<file path="config.mk">
export PLATFORM = sky130hd
export DESIGN_NAME = div_unit
export DESIGN_NICKNAME = d
export VERILOG_FILES = /design/src/rtl/div_unit.sv
export SDC_FILE = /design/constraint.sdc
export NUM_CORES = 1
export LEC_CHECK = 0
export ABC_AREA = 1
export BUFFER_PORTS_ARGS = -buffer_cell sky130_fd_sc_hd__clkbuf_2
export CAP_MARGIN = 20
export CORE_MARGIN = 1.5
export CORE_UTILIZATION = 28
export DETAILED_ROUTE_END_ITERATION = 6
export SETUP_SLACK_MARGIN = 0.1
export SLEW_MARGIN = 20
export SYNTH_ARGS = -nofsm -noshare
export SYNTH_HDL_FRONTEND = slang
export SYNTH_SLANG_ARGS = --single-unit
</file>
<file path="constraint.sdc">
create_clock -name clk -period 5.2 [get_ports clk]
set_input_delay 0.52 -clock clk [delete_from_list [all_inputs] [get_ports clk]]
set_output_delay 0.52 -clock clk [all_outputs]
set_load 0.005 [all_outputs]
</file>
<file path="src/rtl/div_unit.sv">
// rtl/div_unit.sv - multi-cycle radix-2 restoring divider for DIV/DIVU in the EX stage
// Operands are latched as magnitudes; the sign fixup is applied on the last iteration edge.
module div_unit #(
  parameter int WIDTH = 32
) (
  input  logic             clk,
  input  logic             rst,
  input  logic             start,
  input  logic             signed_div,
  input  logic             annul,
  input  logic [WIDTH-1:0] a,
  input  logic [WIDTH-1:0] b,
  output logic             stall,
  output logic             valid,
  output logic [WIDTH-1:0] quotient,
  output logic [WIDTH-1:0] remainder,
  output logic             div_by_zero
);

  localparam int CW = (WIDTH > 2) ? $clog2(WIDTH) : 1;
  localparam logic [CW-1:0] LAST_CNT = CW'(WIDTH - 1);

  typedef enum logic [1:0] {
    S_IDLE,
    S_BUSY,
    S_DONE
  } state_e;

  state_e           state_q, state_d;
  logic [CW-1:0]    cnt_q, cnt_d;
  logic [WIDTH-1:0] dvd_q, dvd_d;
  logic [WIDTH-1:0] prem_q, prem_d;
  logic [WIDTH-1:0] bmag_q, bmag_d;
  logic [WIDTH-1:0] a_orig_q, a_orig_d;
  logic             sign_q_q, sign_q_d;
  logic             sign_r_q, sign_r_d;
  logic             zero_q, zero_d;
  logic [WIDTH-1:0] quotient_q, quotient_d;
  logic [WIDTH-1:0] remainder_q, remainder_d;
  logic             valid_q, valid_d;
  logic             dbz_q, dbz_d;

  logic [WIDTH:0]   rem_shift;
  logic [WIDTH:0]   diff;
  logic             qbit;
  logic [WIDTH-1:0] prem_next;
  logic [WIDTH-1:0] dvd_next;
  logic [WIDTH-1:0] q_fix;
  logic [WIDTH-1:0] r_fix;
  logic [WIDTH-1:0] a_mag;
  logic [WIDTH-1:0] b_mag;

  // One restoring step: dvd_q shifts dividend bits out of its MSB and quotient bits into its LSB.
  always_comb begin
    rem_shift = {prem_q, dvd_q[WIDTH-1]};
    diff      = rem_shift - {1'b0, bmag_q};
    qbit      = ~diff[WIDTH];
    prem_next = qbit ? diff[WIDTH-1:0] : rem_shift[WIDTH-1:0];
    dvd_next  = {dvd_q[WIDTH-2:0], qbit};
    q_fix     = sign_q_q ? (~dvd_next + 1'b1) : dvd_next;
    r_fix     = sign_r_q ? (~prem_next + 1'b1) : prem_next;
    a_mag     = (signed_div && a[WIDTH-1]) ? (~a + 1'b1) : a;
    b_mag     = (signed_div && b[WIDTH-1]) ? (~b + 1'b1) : b;
  end

  always_comb begin
    state_d     = state_q;
    cnt_d       = cnt_q;
    dvd_d       = dvd_q;
    prem_d      = prem_q;
    bmag_d      = bmag_q;
    a_orig_d    = a_orig_q;
    sign_q_d    = sign_q_q;
    sign_r_d    = sign_r_q;
    zero_d      = zero_q;
    quotient_d  = quotient_q;
    remainder_d = remainder_q;
    dbz_d       = dbz_q;
    valid_d     = 1'b0;
    stall       = 1'b0;

    unique case (state_q)
      S_IDLE: begin
        if (start && !annul) begin
          stall    = 1'b1;
          dvd_d    = a_mag;
          bmag_d   = b_mag;
          a_orig_d = a;
          sign_q_d = signed_div & (a[WIDTH-1] ^ b[WIDTH-1]);
          sign_r_d = signed_div & a[WIDTH-1];
          zero_d   = (b == '0);
          cnt_d    = '0;
          prem_d   = '0;
          state_d  = S_BUSY;
        end
      end
      S_BUSY: begin
        stall = 1'b1;
        if (annul) begin
          state_d = S_IDLE;
        end else begin
          dvd_d  = dvd_next;
          prem_d = prem_next;
          cnt_d  = cnt_q + 1'b1;
          // Results are registered on the final iteration edge so DONE is the valid cycle.
          if (cnt_q == LAST_CNT) begin
            state_d = S_DONE;
            valid_d = 1'b1;
            if (zero_q) begin
              quotient_d  = '1;
              remainder_d = a_orig_q;
              dbz_d       = 1'b1;
            end else begin
              quotient_d  = q_fix;
              remainder_d = r_fix;
              dbz_d       = 1'b0;
            end
          end
        end
      end
      S_DONE: begin
        stall   = ~valid_q;
        state_d = S_IDLE;
      end
      default: begin
        state_d = S_IDLE;
      end
    endcase
  end

  always_ff @(posedge clk) begin
    if (rst) begin
      state_q     <= S_IDLE;
      cnt_q       <= '0;
      dvd_q       <= '0;
      prem_q      <= '0;
      bmag_q      <= '0;
      a_orig_q    <= '0;
      sign_q_q    <= 1'b0;
      sign_r_q    <= 1'b0;
      zero_q      <= 1'b0;
      quotient_q  <= '0;
      remainder_q <= '0;
      valid_q     <= 1'b0;
      dbz_q       <= 1'b0;
    end else begin
      state_q     <= state_d;
      cnt_q       <= cnt_d;
      dvd_q       <= dvd_d;
      prem_q      <= prem_d;
      bmag_q      <= bmag_d;
      a_orig_q    <= a_orig_d;
      sign_q_q    <= sign_q_d;
      sign_r_q    <= sign_r_d;
      zero_q      <= zero_d;
      quotient_q  <= quotient_d;
      remainder_q <= remainder_d;
      valid_q     <= valid_d;
      dbz_q       <= dbz_d;
    end
  end

  assign valid       = valid_q;
  assign quotient    = quotient_q;
  assign remainder   = remainder_q;
  assign div_by_zero = dbz_q;

endmodule

</file>
-- Word level (Yosys, flattened, before mapping)
Cells that the tools add are included.
- multiply operators: 0
- $lt $le $gt $ge: 0
- muxes and demuxes: 24
- divide/modulo/power cells: 0
- equality and inequality tests: 6
- add/sub/neg operators: 6
- shift-type cells: 0
- bitwise operators: 11
- reduce and logical (&&, ||, !) cells: 12
- operators by type and width (kind ; count):
    $mux 32 ; 11
    $add 32x1->32 const B ; 4
    $not 32->32 ; 4
    $pmux 32 s2 ; 2
    $sub 33x32->33 ; 1
    $logic_not 32->1 ; 1
    $mux 5 ; 2
    $pmux 5 s2 ; 1
    $mux 2 ; 3
    $reduce_and 3->1 ; 2
    $add 5x1->5 const B ; 1
    $eq 5x5->1 const B ; 1
    $ne 2x2->1 const B ; 2
    $not 1->1 ; 4
    $pmux 2 s2 ; 1
    $reduce_and 2->1 ; 2
    $logic_and 1x1->1 ; 3
    $mux 1 ; 3
    $ne 3x3->1 const B ; 1
    $pmux 1 s3 ; 1
    $reduce_or 3->1 ; 1
    $and 1x1->1 ; 2
    $eq 2x1->1 const B ; 1
    $eq 2x2->1 const B ; 1
    4 further kinds ; 4
- logic and storage cells: 72
- register bits: 204
- memories: 0
- input bits: 69
- output and inout port bits: 67
- bits in writable memories: 0
- latch bits: 0
- ROM bits: 0

-- Longest topological paths before layout
- depth after elaboration: 6
- gate-level depth with buffers: 30
- depth with buffers taken out: 28

-- Worst setup path before layout
No wires, ideal clock.
- path kind: register -> register
- start point: register dvd_q[31]
- end point: register quotient_q[30], in the netlist quotient[30]
- cell stages (with the launch flop): 31
- setup slack: 1365 ps
- arrival time: 3718 ps
- path buffers: 2
- required time: 5083 ps
- clock period less this slack: 3835 ps
- library setup time: 117 ps
- cell sequence: dfxtp_1 inv_1 ha_1 fa_1 inv_1 nand2_1 nand2_1 nand3_1 nand2_1 nand2_2 nand2_4 nand2_4 nand2_4 nand2_4 nand2_4 buf_8 buf_6 ha_1 nand3_1 nor2_1 nand3_1 inv_1 nand3_1 o21ai_0 nand2_1 a21oi_1 o21ai_0 nor2_1 xnor2_1 o221ai_1 inv_1
- word-level cells in the longest chain between the ends: 6
- ends and longest elaborated chain (item ; line ; source):
    start: declaration ; 31 ; logic [WIDTH-1:0] dvd_q, dvd_d;
    start signal: assignment ; 149 ; dvd_q <= dvd_d;
    $sub 33x32->33 ; 56 ; diff = rem_shift - {1'b0, bmag_q};
    $not 1->1 ; 57 ; qbit = ~diff[WIDTH];
    $not 32->32 ; 60 ; q_fix = sign_q_q ? (~dvd_next + 1'b1) : dvd_next;
    $add 32x1->32 ; 60 ;
    $mux 32 ; 60 ;
    $mux 32 ; 109 ; if (zero_q) begin
    end signal: assignment ; 156 ; quotient_q <= quotient_d;
    end: declaration ; 38 ; logic [WIDTH-1:0] quotient_q, quotient_d;
No other way between the ends.
A chain may end at the register's enable or synchronous reset.

-- Worst setup path after layout
Same ends and word-level chain as after synthesis.

==> summary.md <==
| Metric | Value |
|---|---|
| Number of warnings issued by yosys | `0` |
| Static leakage | `7.83 nW` |
| Worst Path Arrival | `4.65 ns` |
| Resized cells post-CTS | `0` |
| Number of synthesized flops with an enable pin | `0` |
| Critical Path Sink Type | `register` |
| TritonCTS clock tree | `done` |
| Ratio of cells with drive above 1 in the final layout | `11.5%` |
| Synthesized area | `0.0139 mm²` |
| Initial core utilization | `28.4%` |
| First-pass GRT wire length | `78200 µm` |
| Status | `finished clean` |
| Final hold violation count | `0` |
| Worst r2r dst | `quotient[30]` |
| Register-to-register path setup slack | `0.98 ns` |
| Floorplan row count | `81` |
| Commonest non-fill, non-tap cells in the layout | `nand2_1, inv_1, dfxtp_1` |
| Relative contribution of the clock network to total power | `35.5%` |
| Setup repair after global routing missed its margin | `false` |
| Net Count, Synth | `2312` |
| Worst hold path class | `in -> reg` |
| Post-synthesis instance total | `2204` |
| Drt wl/cell | `17.1 µm` |
| Post-CTS setup buffer count | `0` |
| Number of synthesized register bits | `204` |
| Net switching power of the design | `1.68 mW` |
| Placed wire-length estimate | `39300 µm` |
| Placeable Area | `0.0490 mm²` |
| Total detailed-routing wirelength | `50900 µm` |
| Final setup violating endpoints | `0` |
| Internal power component | `3.02 mW` |
| Hold buffers post-CTS | `0` |
| Number of DRC markers in iteration 0 | `1349` |
| Largest net degree at the start of global routing | `96` |
| FF+latch area | `0.00408 mm²` |
| Boundary pin count | `136` |
| Antenna Violating Nets Remaining | `0` |
| Multi-input gate area in the final layout | `0.00827 mm²` |
| Area Overhead vs Synth | `14.3%` |
| GRT Residual Overflow | `0` |
| Via count of the first global-routing pass | `13700` |
| Final #Nets | `2397` |
| Hold Path Origin | `a[7]` |
| Cell with the largest stage delay on the worst path | `fa_1` |
| Count of fill cells added during filler insertion | `5440` |
| Worst r2r src | `dvd_q[31]` |
| Max incr delay on CP | `0.41 ns` |
| Vias | `14800` |
| Number of antenna repair diodes | `0` |
| Critical path startpoint | `dvd_q[31]` |
| WS Path Type | `reg -> reg` |
| Antenna violations before repair | `0` |
| Count of buffers from port buffering | `135` |
| Highest attainable clock frequency | `237 MHz` |
| Die extent in y | `226 µm` |
| Layout Skew | `0.00956 ns` |
| Power per cell area | `296 mW/mm²` |
| Overall Global Routing Usage | `19.6%` |
| Async SR Flop Fraction | `0%` |
| Max-slew violation total from the final report | `0` |
| End point of the critical path | `quotient[30]` |
| Post-Syn Area per Cell | `6.31 µm²` |
| Dominant synthesized flop cell | `dfxtp_1` |
| Final cycle utilization of the critical path | `81.2%` |
| Number of H-tree branching levels | `1` |
| Worst reg-to-reg path cell count | `28` |
| Final total power | `4.70 mW` |
| Clock buffers created by TritonCTS | `24` |
| Worst Tran Pin Value | `0.949 ns` |
| Worst path required time | `5.63 ns` |
| Switching part of the total power | `35.8%` |
| Area enclosed by the die boundary | `0.0510 mm²` |
| Number of library cell types mapped by synthesis | `55` |
| Post-synthesis sequential area ratio | `29.4%` |
| Buffer levels on the longest clock path | `3` |
| Final weighted congestion in routability-driven placement | `0.911` |
| Maximum fanout along the worst path | `8` |
| Number of clock sinks seen by CTS | `204` |
| Critical path's most frequent cell | `nand2_4` |
| Tmin final | `4.22 ns` |
| Max-cap violation count | `0` |
| Startpoint types | `register` |
| Final TNS setup | `0 ns` |
| Clock Tree Root | `clkbuf_16` |
| DRC violations left | `0` |
| Register share of total power | `37.8%` |
| Clock latency of the later-clocked register in the worst-skew pair | `0.55 ns` |
| Most common cell after layout, fill and taps aside | `nand2_1` |
| Relative slew margins | `36.7%` |
| Peak supply drop | `0.000213 V` |
| Number of search-and-repair iterations in the first detailed-routing pass | `5` |
| Via-per-instance ratio | `4.97` |
| Comb power frac | `26.7%` |
| Die span in x | `226 µm` |
| Clock Pin Slew Worst Setup and Hold Paths | `0.06 ns` |
==> layout make-up <==
type / count / area share, %
tap: 664 / 5.23
inverter: 307 / 7.25
timing repair buffer: 149 / 4.99
clock buffer: 36 / 4.38
sequential: 204 / 25.7
clock inverter: 4 / 0.354
multi-input combinational: 1603 / 52.1
==> per-layer routing <==
layer | global-route usage [%] | routed length (µm) | vias to the layer above
li1 | - | - | 7380
met1 | 27.0 | 23600 | 6889
met2 | 32.7 | 23700 | 429
met3 | 1.86 | 2520 | 56
met4 | 4.81 | 1050 | 0
met5 | 0 | 0 | -
==> critical path: cells and delay by family (launching register included) <==
| family | cells | cell delay, ns |
|---|---|---|
| flip-flops | 1 | 0.34 |
| AO/OA/AOI/OAI | 4 | 0.84 |
| AND/OR/NAND/NOR | 16 | 1.72 |
| buffers and inverters | 4 | 0.28 |
| XOR/XNOR | 1 | 0.08 |
| adder cells (fa/ha/maj) | 3 | 0.84 |
==> power by group through the flow <==
stage / clock network [mW] / registers, mW / logic (mW)
2_1_floorplan: 0 / 1.76 / 0.894
3_3_place_gp: 0 / 1.80 / 1.23
3_5_place_dp: 0 / 1.81 / 1.23
4_1_cts: 1.70 / 1.77 / 1.24
5_1_grt: 1.76 / 1.79 / 1.40
6_report: 1.67 / 1.78 / 1.26
==> worst min path at each step <==
stage                    to  slack, ns  cells after the start
2_1_floorplan  a_orig_q[20]       0.42                      2
3_3_place_gp   a_orig_q[31]       0.44                      2
3_5_place_dp   a_orig_q[31]       0.45                      2
4_1_cts         a_orig_q[7]       0.26                      3
5_1_grt        a_orig_q[19]       0.29                      3
6_report        a_orig_q[7]       0.28                      3
==> cells by family (layout without fill, tap and decap cells) <==
family                   Yosys count  in the layout  synth area share, %
adder cells (fa/ha/maj)           39             39                 3.56
XOR/XNOR                          71             71                 4.47
buffers and inverters            397            496                 11.2
flip-flops                       204            204                 29.4
AO/OA/AOI/OAI                    482            482                 20.0
AND/OR/NAND/NOR                 1011           1011                 31.3
==> registers in the layout (all words and copies together) (netlist names) <==
signal       flops
a_orig_q        32
bmag_q          32
cnt_q            5
div_by_zero      1
dvd_q           32
prem_q          32
quotient        32
remainder       32
sign_q_q         1
sign_r_q         1
state_q          2
valid            1
zero_q           1
==> synthesized netlist by cell type, types with 3 or more instances <==
| cell | number | area [µm²] |
|---|---|---|
| a31oi_1 | 7 | 43.8 |
| a22oi_1 | 26 | 195 |
| nand3_2 | 3 | 30.0 |
| o221ai_1 | 31 | 272 |
| xnor2_1 | 17 | 149 |
| o21ai_0 | 149 | 746 |
| xor2_1 | 54 | 473 |
| nor4_1 | 12 | 75.1 |
| clkbuf_1 | 69 | 259 |
| o21ai_1 | 19 | 95.1 |
| buf_2 | 6 | 30.0 |
| buf_6 | 4 | 45.0 |
| nor2_2 | 10 | 62.6 |
| inv_2 | 11 | 41.3 |
| o211ai_1 | 11 | 82.6 |
| nand2_4 | 7 | 78.8 |
| o21ai_2 | 3 | 26.3 |
| a221oi_1 | 7 | 61.3 |
| o31ai_1 | 3 | 22.5 |
| nand3_1 | 133 | 666 |
| or2_2 | 7 | 43.8 |
| nand2_2 | 20 | 125 |
| dfxtp_1 | 204 | 4080 |
| a21oi_1 | 194 | 971 |
| nand2_1 | 577 | 2170 |
| inv_1 | 293 | 1100 |
| a21oi_2 | 3 | 26.3 |
| clkinv_1 | 3 | 11.3 |
| nand4_1 | 22 | 138 |
| o22ai_1 | 5 | 31.3 |
| ha_1 | 38 | 475 |
| nor3_1 | 21 | 105 |
| buf_1 | 7 | 26.3 |
| nor3_2 | 4 | 40.0 |
| nand3b_1 | 12 | 90.1 |
| nor2_1 | 177 | 664 |
| o21bai_1 | 10 | 75.1 |
==> per-stage QoR <==
step                      utilization [%]  cells  cell area, µm²  hold WS, ns  setup slack, ns
final                                32.4   2967           15900        0.283            0.979
after global routing                 32.4   2967           15900        0.290            0.474
after CTS                            32.4   2967           15900        0.262            0.983
after detailed placement             30.9   2927           15100        0.448             1.02
after global placement               30.9   2927           15100        0.436             1.08
after floorplan                         -   2204           13900        0.423             1.36
Note: power is estimated with default switching activity, not from simulation.
